**src/rtl/button_repeat_scheduler.sv**
```systemverilog
// Shared hold-to-repeat timer for N debounced buttons. Press and repeat
// events are merged onto a single valid/ready event stream.
module button_repeat_scheduler #(
    parameter int unsigned N_BUTTONS    = 4,
    parameter int unsigned TICK_DIV     = 15,
    parameter int unsigned WAIT_TICKS   = 48,
    parameter int unsigned REPEAT_TICKS = 8,
    localparam int unsigned ID_W        = (N_BUTTONS > 1) ? $clog2(N_BUTTONS) : 1
) (
    input  logic                 i_clock,
    input  logic                 i_reset_n,
    input  logic [N_BUTTONS-1:0] i_buttons,
    output logic                 o_event_valid,
    output logic [ID_W-1:0]      o_event_id,
    output logic                 o_event_repeat,
    input  logic                 i_event_ready,
    output logic                 o_repeat_active,
    output logic [ID_W-1:0]      o_owner_id
);

    localparam int unsigned WAIT_W = $clog2(WAIT_TICKS + 1);
    localparam int unsigned REP_W  = $clog2(REPEAT_TICKS + 1);
    localparam logic [WAIT_W-1:0] LAST_WAIT = WAIT_W'(WAIT_TICKS - 1);
    localparam logic [REP_W-1:0]  LAST_REP  = REP_W'(REPEAT_TICKS - 1);

    typedef enum logic [1:0] {
        ST_IDLE   = 2'd0,
        ST_WAIT   = 2'd1,
        ST_REPEAT = 2'd2
    } state_t;

    state_t                 state, state_next;
    logic [TICK_DIV-1:0]    prescaler;
    logic [N_BUTTONS-1:0]   prev_buttons;
    logic [N_BUTTONS-1:0]   press_pending, press_pending_next;
    logic                   repeat_pending, repeat_pending_next;
    logic [ID_W-1:0]        owner, owner_next;
    logic [WAIT_W-1:0]      wait_cnt, wait_cnt_next;
    logic [REP_W-1:0]       rep_cnt, rep_cnt_next;
    logic                   ev_valid_next;
    logic [ID_W-1:0]        ev_id_next;
    logic                   ev_repeat_next;

    logic                   tick_c;
    logic [N_BUTTONS-1:0]   rise_c;
    logic                   any_btn_c;
    logic [ID_W-1:0]        low_btn_c;
    logic                   owner_held_c;
    logic                   press_any_c;
    logic [ID_W-1:0]        press_sel_c;
    logic [N_BUTTONS-1:0]   press_onehot_c;
    logic [N_BUTTONS-1:0]   press_clr_c;
    logic                   repeat_clr_c;
    logic                   repeat_set_c;
    logic                   release_c;
    logic                   load_c;

    assign tick_c    = &prescaler;
    assign rise_c    = i_buttons & ~prev_buttons;
    assign any_btn_c = |i_buttons;

    // Lowest held button, and whether the current owner is still held.
    always_comb begin
        low_btn_c    = '0;
        owner_held_c = 1'b0;
        for (int k = int'(N_BUTTONS) - 1; k >= 0; k--) begin
            if (i_buttons[k]) begin
                low_btn_c = ID_W'(k);
            end
            if (owner == ID_W'(k)) begin
                owner_held_c = i_buttons[k];
            end
        end
    end

    // Lowest pending press, as an index and as a one-hot clear mask.
    always_comb begin
        press_any_c    = |press_pending;
        press_sel_c    = '0;
        press_onehot_c = '0;
        for (int k = int'(N_BUTTONS) - 1; k >= 0; k--) begin
            if (press_pending[k]) begin
                press_sel_c    = ID_W'(k);
                press_onehot_c = '0;
                press_onehot_c[k] = 1'b1;
            end
        end
    end

    // Timer FSM next state: owner selection, tick counting, release handling.
    always_comb begin
        state_next    = state;
        owner_next    = owner;
        wait_cnt_next = wait_cnt;
        rep_cnt_next  = rep_cnt;
        repeat_set_c  = 1'b0;
        release_c     = 1'b0;
        case (state)
            ST_IDLE: begin
                if (any_btn_c) begin
                    owner_next    = low_btn_c;
                    wait_cnt_next = '0;
                    rep_cnt_next  = '0;
                    state_next    = ST_WAIT;
                end
            end
            ST_WAIT: begin
                if (!owner_held_c) begin
                    release_c = 1'b1;
                end else if (tick_c) begin
                    wait_cnt_next = wait_cnt + WAIT_W'(1);
                    if (wait_cnt == LAST_WAIT) begin
                        state_next   = ST_REPEAT;
                        repeat_set_c = 1'b1;
                        rep_cnt_next = '0;
                    end
                end
            end
            ST_REPEAT: begin
                if (!owner_held_c) begin
                    release_c = 1'b1;
                end else if (tick_c) begin
                    if (rep_cnt == LAST_REP) begin
                        repeat_set_c = 1'b1;
                        rep_cnt_next = '0;
                    end else begin
                        rep_cnt_next = rep_cnt + REP_W'(1);
                    end
                end
            end
            default: begin
                state_next = ST_IDLE;
            end
        endcase
        if (release_c) begin
            state_next    = ST_IDLE;
            owner_next    = '0;
            wait_cnt_next = '0;
            rep_cnt_next  = '0;
        end
    end

    // Event register load: presses beat repeats, lowest index first.
    always_comb begin
        load_c         = !o_event_valid || i_event_ready;
        ev_valid_next  = o_event_valid;
        ev_id_next     = o_event_id;
        ev_repeat_next = o_event_repeat;
        press_clr_c    = '0;
        repeat_clr_c   = 1'b0;
        if (load_c) begin
            if (press_any_c) begin
                ev_valid_next  = 1'b1;
                ev_id_next     = press_sel_c;
                ev_repeat_next = 1'b0;
                press_clr_c    = press_onehot_c;
            end else if (repeat_pending) begin
                ev_valid_next  = 1'b1;
                ev_id_next     = owner;
                ev_repeat_next = 1'b1;
                repeat_clr_c   = 1'b1;
            end else begin
                ev_valid_next  = 1'b0;
            end
        end
    end

    // Pending flags: a new set in the same cycle wins over the load clear.
    always_comb begin
        press_pending_next = (press_pending & ~press_clr_c) | rise_c;
        if (repeat_set_c) begin
            repeat_pending_next = 1'b1;
        end else if (release_c || repeat_clr_c) begin
            repeat_pending_next = 1'b0;
        end else begin
            repeat_pending_next = repeat_pending;
        end
    end

    // State and output registers.
    always_ff @(posedge i_clock or negedge i_reset_n) begin
        if (!i_reset_n) begin
            state           <= ST_IDLE;
            prescaler       <= '0;
            prev_buttons    <= '0;
            press_pending   <= '0;
            repeat_pending  <= 1'b0;
            owner           <= '0;
            wait_cnt        <= '0;
            rep_cnt         <= '0;
            o_event_valid   <= 1'b0;
            o_event_id      <= '0;
            o_event_repeat  <= 1'b0;
            o_repeat_active <= 1'b0;
            o_owner_id      <= '0;
        end else begin
            state           <= state_next;
            prescaler       <= prescaler + TICK_DIV'(1);
            prev_buttons    <= i_buttons;
            press_pending   <= press_pending_next;
            repeat_pending  <= repeat_pending_next;
            owner           <= owner_next;
            wait_cnt        <= wait_cnt_next;
            rep_cnt         <= rep_cnt_next;
            o_event_valid   <= ev_valid_next;
            o_event_id      <= ev_id_next;
            o_event_repeat  <= ev_repeat_next;
            o_repeat_active <= (state_next == ST_REPEAT);
            o_owner_id      <= owner_next;
        end
    end

endmodule

```
**config.mk**
```make
export PLATFORM = sky130hd
export DESIGN_NAME = button_repeat_scheduler
export DESIGN_NICKNAME = d
export VERILOG_FILES = /design/src/rtl/button_repeat_scheduler.sv
export SDC_FILE = /design/constraint.sdc
export NUM_CORES = 1
export LEC_CHECK = 0
export ABC_CLOCK_PERIOD_IN_PS = 2600
export CAP_MARGIN = 15
export CORE_UTILIZATION = 55
export CTS_CLUSTER_DIAMETER = 60
export DETAILED_ROUTE_END_ITERATION = 10
export GPL_TIMING_DRIVEN = 1
export HOLD_SLACK_MARGIN = 0.02
export PLACE_DENSITY = 0.75
export SYNTH_ARGS = -nofsm -noshare
export SYNTH_HDL_FRONTEND = slang
export SYNTH_SLANG_ARGS = --single-unit
```
**constraint.sdc**
```tcl
create_clock -name i_clock -period 2.6 [get_ports i_clock]
set_input_delay 0.52 -clock i_clock [delete_from_list [all_inputs] [get_ports i_clock]]
set_output_delay 0.52 -clock i_clock [all_outputs]
set_load 0.02 [all_outputs]
```
# Word level (Yosys, flattened, before mapping)
# Cells that the tools add are included.
totals:
  regBits: 43
  in_bits: 7
  out_inout_bits: 7
  word_cells: 113
op_classes:
  add_sub_neg: 3
  n_eq_ne: 14
  muxes: 60
  bitwise: 5
  reduce_logical: 19
op_table:
  columns: ["cell", "count"]
  rows:
  - ["two-way mux 4 bit", 14]
  - ["two-way mux 2 bit", 18]
  - ["two-way mux 6 bit", 4]
  - ["two-way mux 1 bit", 20]
  - ["inequality test 3 bit, second input constant", 6]
  - ["adder 15 x 1 -> 15 bit, second input constant", 1]
  - ["AND reduction 15 bit", 1]
  - ["one-hot mux 4 bit (3 select lines)", 1]
  - ["one-hot mux 6 bit (2 select lines)", 1]
  - ["bitwise AND 4 bit", 2]
  - ["== test 2 bit, second input constant", 4]
  - ["inverter 4 bit", 2]
  - ["nonzero test 2 bit", 4]
  - ["OR reduction 4 bit", 2]
  - ["AND reduction 7 bit", 1]
  - ["adder 6 x 1 -> 6 bit, second input constant", 1]
  - ["== test 6 bit, second input constant", 1]
  - ["one-hot mux 2 bit (3 select lines)", 1]
  - ["adder 4 x 1 -> 4 bit, second input constant", 1]
  - ["== test 2 x 1 -> 1 bit, second input constant", 2]
  - ["== test 4 x 3 -> 1 bit, second input constant", 1]
  - ["zero test 2 bit", 2]
  - ["bitwise OR 4 bit", 1]
  - ["AND reduction 2 bit", 2]
  - ["other kinds (7)", 8]

# Longest topological paths before layout
# Gate-level depths: netlist of run 1.
logic_depth:
  depth_word: 10
  ltp_mapped: 8
  mapped_depth_nobuf: 7

# Worst setup path before layout of run 1
# OpenSTA, ideal clock, no wires.
synth_timing:
  kind: "reg-to-reg"
  startpoint: "reg owner[0]"
  endpoint: "reg wait_cnt[0]"
  setup_ps: 125
  t_arrival_ps: 1898
  t_required_ps: 2475
  setup_slack_ps: 577
  path_stages_with_launch: 6
  n_path_buf: 1
  period_less_slack_ps: 2023
  path_cell_list: "dfrtp_1 mux4_2 or2_2 buf_2 o221a_2 mux2_2"
synth_via:
  elab_chain_len: 9
  word_cells_on_any_way: 16
  cone_classes: "eq/ne (6); mux (7); reduce/logical (3)"
synth_lines:
  columns: ["element", "line", "source"]
  rows:
  - ["start, declared", "37", "logic [ID_W-1:0] owner, owner_next;"]
  - ["start signal, assigned", "202", "owner <= owner_next;"]
  - ["== test 2 bit", "70", "if (owner == ID_W'(k)) begin"]
  - ["two-way mux 1 bit (3 in a row)", "70", null]
  - ["two-way mux 1 bit (*)", "70", null]
  - ["two-way mux 1 bit", "108, 120", null]
  - ["two-way mux 1 bit", null, null]
  - ["inequality test 3 bit (no line) or nonzero test 3 bit (tied branches)", null, null]
  - ["AND reduction 4 bit (no line)", null, null]
  - ["end signal, assigned", "203", "wait_cnt <= wait_cnt_next;"]
  - ["end, declared", "38", "logic [WAIT_W-1:0] wait_cnt, wait_cnt_next;"]
# Mark *: on every way between the ends. The rest lies on a longest branch, timed or not.
# A chain may end at the register's enable or synchronous reset.

# Worst setup path in the final report of run 1
layout_timing:
  startpoint: "in i_buttons[2]"
  endpoint: "reg rep_cnt[2]"
layout_via:
  elab_chain_len: 7
  word_cells_on_any_way: 15
  cone_classes: "eq/ne (6); mux (6); reduce/logical (3)"
layout_lines:
  columns: ["element", "line", "source"]
  rows:
  - ["start, declared", "12", "input logic [N_BUTTONS-1:0] i_buttons,"]
  - ["two-way mux 1 bit (3 in a row)", "70", null]
  - ["two-way mux 1 bit", "108, 120", null]
  - ["two-way mux 1 bit", null, null]
  - ["inequality test 3 bit (no line) or nonzero test 4 bit (tied branches)", null, null]
  - ["AND reduction 7 bit (no line)", null, null]
  - ["end signal, assigned", "204", "rep_cnt <= rep_cnt_next;"]
  - ["end, declared", "39", "logic [REP_W-1:0] rep_cnt, rep_cnt_next;"]
# Several ways; a longest one is shown, not always the timed one.

==> results.cfg, run 1 <==
[timing]
setup_violations = 0
period_minus_slack_ps = 2362
final_max_slew_viol_count = 0
fin_ws_ps = 238.4
rsz0062_at_grt = no
fmax_ghz = 0.4235
relSlewSlack = 0.3788
hold_viol = 0
finClkSkew_ps = 5.310
tightestPinTransition_ps = 931.8
fin_tns_setup_ps = 0
finalCritPeriodShare = 0.9083

[cts]
cts_tree = built
ctsResizeCount = 0
cts_buffer_depth = 2
h-tree-depth = 2
cts_hold_buf = 0
cts_buffers = 5
cts.sink_count = 43
clk_latency_ps = 290
cts_root_buffer = clkbuf_8
cts_setup_buffers = 0
cts.clk_slew.worst_paths_ps = 80

[placement]
dp_hpwl_mm = 3.372
place_inst = 282
io_buffers = 13
pre_cts_slack_ps = 17.04
gp_congestion = 0.9777
placedInstanceArea_sq_um = 2431

[critical_path]
critical_path.endpoint_type = register
critPathKind = in2reg
path_delay_family = compound AO/OA/AOI/OAI gates
rrSetupSlack_ps = 370
critPathRequiredTime_ps = 2760
cp_slowest_stage_delay_ps = 480
r2r_end = wait_cnt[0]
cp.arrival_ps = 2530
crit_slowest_cell = mux4_2
crit_path_start_kind = primary input
r2r_cells = 6
critPathMaxFanout = 9
crit_start = i_buttons[2]
worst-path-buf-inv = 1
path_cells = clkdlybuf4s50_1 > mux4_2 > or2_2 > a21o_1 > o32ai_1 > o22ai_1
r2r-start = prescaler[0]

[die]
initial_core_util = 0.5892
die_w_microns = 65.33
die_area_sq_um = 4268
rows = 22
core_area_sq_um = 3744
die_h_microns = 65.33
ios = 14

[routing]
vias = 1781
postRouteAntennaNets = 0
vias_per_cell = 6.163
route.detailed.drc = 0
first_pass_iters = 5
drt_iter0_markers = 163
routedWlPerCell_microns = 16.18
wl_mm = 4.677

[yosys]
synth_area_sq_um = 2206
synth_flop_cell = dfrtp_1
yosys_warnings = 0
synth_edf_count = 0
ys_async_sr_fraction = 1.000
yosysSeqAreaShare = 0.4878
synth_cells = 218
syn_nets = 232
synth_cell_types = 49
ys_seq_elements = 43
synth.avg_cell_area_sq_um = 10.12

[pwr]
peakVddDrop_mv = 0.6109
power_density_nw_per_um2 = 749.9
p_leak_nw = 1.133

[grt]
grtUsageMet3 = 0.06597
grt_usage = 0.2533
antenna_found_initial = 0
grt_start_max_net_pins = 44
grt_pass1_vias = 1750
grt_overflow = 0
top_usage_layer = met2
grt_first_pass_wirelength_mm = 8.114
met2_usage = 0.3956
grtUsageMet1 = 0.3402

[finish]
layoutNonFillerInstCount = 289
diodes = 0
nFillCells = 280
area_growth_pct = 14.86
final_area_sq_um = 2534
finalNetCount = 255
drive_above_1_share = 0.1120

[run]
maxCapViolCount = 0

[min_path]
hold_path.class = in2async

[outcome]
outcome = complete, no violations
-- cell type report --
cell class                 count  area [sq um]  area share
inverter                      16         60.06     0.02370
clock buffer                   6         72.57     0.02864
tap                           48         60.06     0.02370
sequential                    43          1076      0.4247
clock inverter                 1         30.03     0.01185
multi-input combinational    154          1050      0.4143
timing repair buffer          21         185.2     0.07309
-- report_power, final --
part	internal [mW]	leakage [nW]	switching (mW)
Combinational	0.250	0.530	0.395
Clock	0.281	0.0513	0.212
Sequential	0.716	0.552	0.0452
-- per-stage QoR --
stage / power [mW] / hold WS (ps) / utilization
2_1_floorplan: 1.187 / 224.4 / -
5_1_grt: 2.010 / 448.0 / 0.6768
3_5_place_dp: 1.401 / 409.1 / 0.6494
4_1_cts: 1.899 / 396.6 / 0.6768
6_report: 1.900 / 349.3 / 0.6768
3_3_place_gp: 1.375 / 403.9 / 0.6494
-- placed cells by master (no fill, tap or decap), types with 8 or more instances in the layout --
master	synthesis	layout
inv_1	16	16
nand4_1	8	8
nor2_1	12	12
a21oi_1	11	11
dfrtp_1	43	43
o21ai_0	19	19
nand2_1	18	18
buf_4	0	8
nand3_1	9	9
clkdlybuf4s50_1	0	12
-- logic make-up (layout without fill, tap and decap cells) --
logic type | Yosys count | count (layout) | synth area share
buf+inv | 21 | 44 | 0.03630
simple gates | 73 | 73 | 0.1906
compound gates | 58 | 58 | 0.1741
flops | 43 | 43 | 0.4878
fa+ha+maj | 7 | 7 | 0.03970
mux | 3 | 3 | 0.01985
xor+xnor | 13 | 13 | 0.05162
-- synth_stat cells, drive strengths merged (3+ instances only) --
cell type / n / area (sq um)
o22ai: 3 / 18.77
a21oi: 11 / 55.05
ha: 7 / 87.58
inv: 16 / 60.06
nand2b: 3 / 18.77
dfrtp: 43 / 1076
nand4: 9 / 71.32
a31oi: 3 / 18.77
clkbuf: 3 / 11.26
nor3: 5 / 25.02
xor2: 6 / 52.55
nor2: 12 / 45.04
xnor2: 7 / 61.31
o21ai: 19 / 95.09
nand2: 18 / 67.56
a22o: 4 / 35.03
and3: 5 / 33.78
nand3: 9 / 45.04
nor4: 4 / 52.55
-- worst max path at each step --
stage                      end  slack, ps  cells after the start
6_report            rep_cnt[2]        240                      6
5_1_grt        o_repeat_active        160                      6
4_1_cts             rep_cnt[2]        290                      6
3_5_place_dp        rep_cnt[2]         20                      6
3_3_place_gp        rep_cnt[2]        120                      6
2_1_floorplan      wait_cnt[0]        580                      5
-- worst register-to-register path: cells and delay by family (launching register included) --
kind                     cells  cell delay, ps
AO/OA/AOI/OAI                1             340
AND/OR/NAND/NOR              3             790
flip-flops                   1             420
adder cells (fa/ha/maj)      1             280
multiplexers                 1             280
-- flip-flops by register name, indices dropped and copies added (netlist names), 2 cells and up --
name	cells
state	2
press_pending	4
owner	2
rep_cnt	4
prev_buttons	4
wait_cnt	6
o_event_id	2
prescaler	15
-- metal layers --
layer | share of wire | vias to the layer above | wire length, microns
met3 | 0.049 | 11 | 229
met5 | 0 | - | 0
met2 | 0.49 | 70 | 2295
li1 | - | 842 | -
met1 | 0.44 | 858 | 2049
met4 | 0.022 | 0 | 102
Power figures use the tool's default switching activity.
==> run 2: changes to the inputs <==
Settings changed: CAP_MARGIN 15 to default, MAX_ROUTING_LAYER from default to met4.
==> results.cfg, run 2 (synthesis results as in run 1) <==
[grt]
grt_start_max_net_pins = 44
grt_pass1_vias = 1681
grt_first_pass_wirelength_mm = 7.707
grt_usage = 0.2448
antenna_found_initial = 0
grt_overflow = 0

[placement]
place_inst = 282
dp_hpwl_mm = 3.289
io_buffers = 13
gp_congestion = 1.002

[pwr]
intPower_mw = 1.153
swShare = 0.3620
p_leak_nw = 1.123
p_comb_frac = 0.354
power_density_nw_per_um2 = 718.5
total_power_mw = 1.808
p_seq_frac = 0.421
p_sw_mw = 0.6544
clock_power_share = 0.225
peakVddDrop_mv = 0.5173

[critical_path]
critPathKind = in2reg
critPathRequiredTime_ps = 2770
critical_path.endpoint_type = register
cp.arrival_ps = 2420
crit_path_start_kind = primary input
critPathMaxFanout = 9

[finish]
final_common_cell = dfrtp_1
top_regs = prescaler (15), wait_cnt (6)
finalNetCount = 255
postLayoutCoreUtil = 0.6721
nFillCells = 297
diodes = 0
drive_above_1_share = 0.1157
multi_input_area_sq_um = 1050
layoutNonFillerInstCount = 290
area_growth_pct = 14.07
largest_reg_flops = 15
final_cell_mix = 43 x dfrtp_1, 19 x o21ai_0, 18 x nand2_1
seq_area_sq_um = 1076
largest_register = prescaler

[routing]
drt_iter0_markers = 168
route.detailed.drc = 0
postRouteAntennaNets = 0
vias_per_cell = 6.117
vias = 1774
first_pass_iters = 4
wl_mm = 4.576
routedWlPerCell_microns = 15.78

[die]
initial_core_util = 0.5892
rows = 22
ios = 14
die_area_sq_um = 4268
core_area_sq_um = 3744
die_w_microns = 65.33
die_h_microns = 65.33

[cts]
cts_buffer_depth = 2
cts_hold_buf = 0
cts.sink_count = 43
cts_root_buffer = clkbuf_8
clk_latency_ps = 290
cts_buffers = 5
h-tree-depth = 2
cts_setup_buffers = 0
cts_tree = built
ctsResizeCount = 0
cts.clk_slew.worst_paths_ps = 80

[timing]
finalCritPeriodShare = 0.8661
finClkSkew_ps = 6.248
tightestPinTransition_ps = 938.6
fmax_ghz = 0.4441
relSlewSlack = 0.3743
period_minus_slack_ps = 2252
setup_violations = 0
final_max_slew_viol_count = 0
fin_tns_setup_ps = 0
hold_viol = 0
rsz0062_at_grt = no

[outcome]
outcome = complete, no violations

[run]
maxCapViolCount = 0

[min_path]
hold_path.class = in2async
## run 2: final cells by class
class,instances,share of cell area
clock buffer,6,0.02884
sequential,43,0.4276
inverter,16,0.02387
tap,48,0.02387
multi-input combinational,154,0.4172
clock inverter,2,0.004973
timing repair buffer,21,0.07360
## run 2: layer usage
metal / up-vias / routed length [microns] / track usage / share of wire
met3: 11 / 221 / 0.04688 / 0.048
met1: 859 / 2081 / 0.3254 / 0.45
met4: 0 / 76 / 0.08152 / 0.017
li1: 844 / - / - / -
met5: - / 0 / - / 0
met2: 60 / 2196 / 0.3776 / 0.48
## run 2: worst paths after layout
check                                   endpoint       startpoint  cells after the start  slack [ps]
worst min-delay path            press_pending[0]        i_reset_n                      1         360
worst min register to register  press_pending[2]  prev_buttons[2]                      1         420
worst max register to register   o_repeat_active     prescaler[0]                      6         380
worst max-delay path                  rep_cnt[2]     i_buttons[3]                      6         350
max in group asynchronous           prescaler[2]        i_reset_n                      1        1650
min in group i_clock            press_pending[2]  prev_buttons[2]                      1         420
## run 2: per-stage QoR
stage / hold slack, ps / setup WS, ps / area (sq um)
finish: 363.0 / 348.3 / 2516
global route: 439.4 / 135.4 / 2516
CTS: 387.9 / 361.1 / 2516
detailed placement: 413.4 / 84.14 / 2431
global placement: 403.2 / 120.3 / 2431
floorplan: 224.4 / 577.1 / 2206
## run 2: power by group through the flow
stage	clock network, mW	logic, mW	registers (mW)
after floorplan	0	0.400	0.787
after global placement	0	0.608	0.768
after detailed placement	0	0.623	0.773
after CTS	0.422	0.627	0.760
after global routing	0.445	0.707	0.767
final	0.408	0.640	0.760
## run 2: worst max-delay path, cell delays in order
cell	delay [ps]
clkdlybuf4s50_1	430
mux4_2	490
or2_2	380
a21o_1	220
o32ai_1	270
o22ai_1	110
==> run 3: changes to the inputs <==
Settings changed: CTS_BUF_LIST from default to sky130_fd_sc_hd__clkbuf_4, GPL_TIMING_DRIVEN 1 to 0.
==> results.cfg, run 3 (synthesis results as in run 1) <==
[outcome]
outcome = complete, no violations

[timing]
period_minus_slack_ps = 2342
relSlewSlack = 0.6400
finalCritPeriodShare = 0.9009
finClkSkew_ps = 15.72
setup_violations = 0
rsz0062_at_grt = no
fin_ws_ps = 257.6
hold_viol = 0
final_max_slew_viol_count = 0
fmax_ghz = 0.4269
tightestPinTransition_ps = 535.1

[critical_path]
r2r_end = o_repeat_active
crit_slowest_cell = mux4_2
r2r-start = prescaler[0]
critPathRequiredTime_ps = 2830
r2r_cells = 6
path_cells = clkdlybuf4s50_1 > mux4_2 > or2_2 > buf_2 > o221a_2 > mux2_2
crit_path_start_kind = primary input
critPathKind = in2reg
critical_path.endpoint_type = register
cp_slowest_stage_delay_ps = 560
rrSetupSlack_ps = 340
cp.arrival_ps = 2570
critPathMaxFanout = 10

[cts]
cts_buffer_depth = 2
cts_hold_buf = 0
ctsResizeCount = 0
cts_setup_buffers = 0
h-tree-depth = 2
cts_tree = built
cts_buffers = 5
cts_root_buffer = clkbuf_4
clk_latency_ps = 350
cts.clk_slew.worst_paths_ps = 130
cts.sink_count = 43

[finish]
finalNetCount = 253
final_common_cell = dfrtp_1
largest_reg_flops = 15
top_regs = prescaler (15), wait_cnt (6)
area_growth_pct = 12.02
final_cell_mix = 43 x dfrtp_1, 19 x o21ai_0, 18 x nand2_1
layoutNonFillerInstCount = 288
drive_above_1_share = 0.08750
largest_register = prescaler
diodes = 0

[min_path]
hold_path.class = in2async

[routing]
routedWlPerCell_microns = 14.65
route.detailed.drc = 0
vias = 1668
wl_mm = 4.218
vias_per_cell = 5.792
first_pass_iters = 4
postRouteAntennaNets = 0
drt_iter0_markers = 143

[placement]
pre_cts_slack_ps = -82.86
place_inst = 280
io_buffers = 13
dp_hpwl_mm = 3.172
gp_congestion = 0.8948

[pwr]
peakVddDrop_mv = 0.6220
p_leak_nw = 1.090
power_density_nw_per_um2 = 676.4

[grt]
grt_first_pass_wirelength_mm = 7.596
grt_pass1_vias = 1615
antenna_found_initial = 0
grt_usage = 0.2394
grt_overflow = 0
grt_start_max_net_pins = 25

[die]
die_w_microns = 65.33
rows = 22
ios = 14
core_area_sq_um = 3744
die_h_microns = 65.33
die_area_sq_um = 4268
initial_core_util = 0.5892

[run]
maxCapViolCount = 0
run 3: layout make-up:
cell class	instances	area, sq um
multi-input cells	154	1050
well taps	48	60.06
flip-flops and latches	43	1076
clock inverters	3	15.01
repair buffers	14	152.6
inverters	16	60.06
clock buffers	5	37.54
plain buffers	5	20.02
fillers	313	1272
run 3: how the worst max path moves through the flow:
stage	startpoint	endpoint	slack (ps)	cells after the start
4_1_cts	i_buttons[3]	wait_cnt[0]	290	6
5_1_grt	prescaler[0]	o_repeat_active	100	6
3_5_place_dp	i_buttons[3]	wait_cnt[0]	-80	6
6_report	i_buttons[3]	wait_cnt[0]	260	6
3_3_place_gp	i_buttons[3]	wait_cnt[0]	-80	6
2_1_floorplan	owner[0]	wait_cnt[0]	580	5
run 3: worst max-delay path: cells and delay by family:
kind,cells,cell delay [ps]
AND/OR/NAND/NOR,1,320
AO/OA/AOI/OAI,1,190
buffers and inverters,2,710
multiplexers,2,840
run 3: metrics by stage:
stage                     setup TNS, ps    util  total power, mW  hold slack [ps]  area [sq um]
after floorplan                       0       -            1.187            224.4          2206
after global placement            -2626  0.6400            1.369            403.6          2396
after detailed placement         -244.4  0.6461            1.377            413.3          2419
after CTS                             0  0.6601            1.687            105.7          2471
after global routing                  0  0.6601            1.805            122.9          2471
final                                 0  0.6601            1.672            105.7          2471
run 3: layer usage:
metal | global-route usage | vias up | routed length [microns]
met5 | - | - | 0
met4 | 0.05707 | 0 | 30
met3 | 0.05729 | 4 | 130
met2 | 0.3492 | 29 | 1927
met1 | 0.3379 | 792 | 2129
li1 | - | 843 | -
run 3: power by group:
| group | internal, mW | switching, mW |
|---|---|---|
| sequential | 0.716 | 0.0414 |
| clock | 0.0993 | 0.204 |
| combinational | 0.225 | 0.386 |
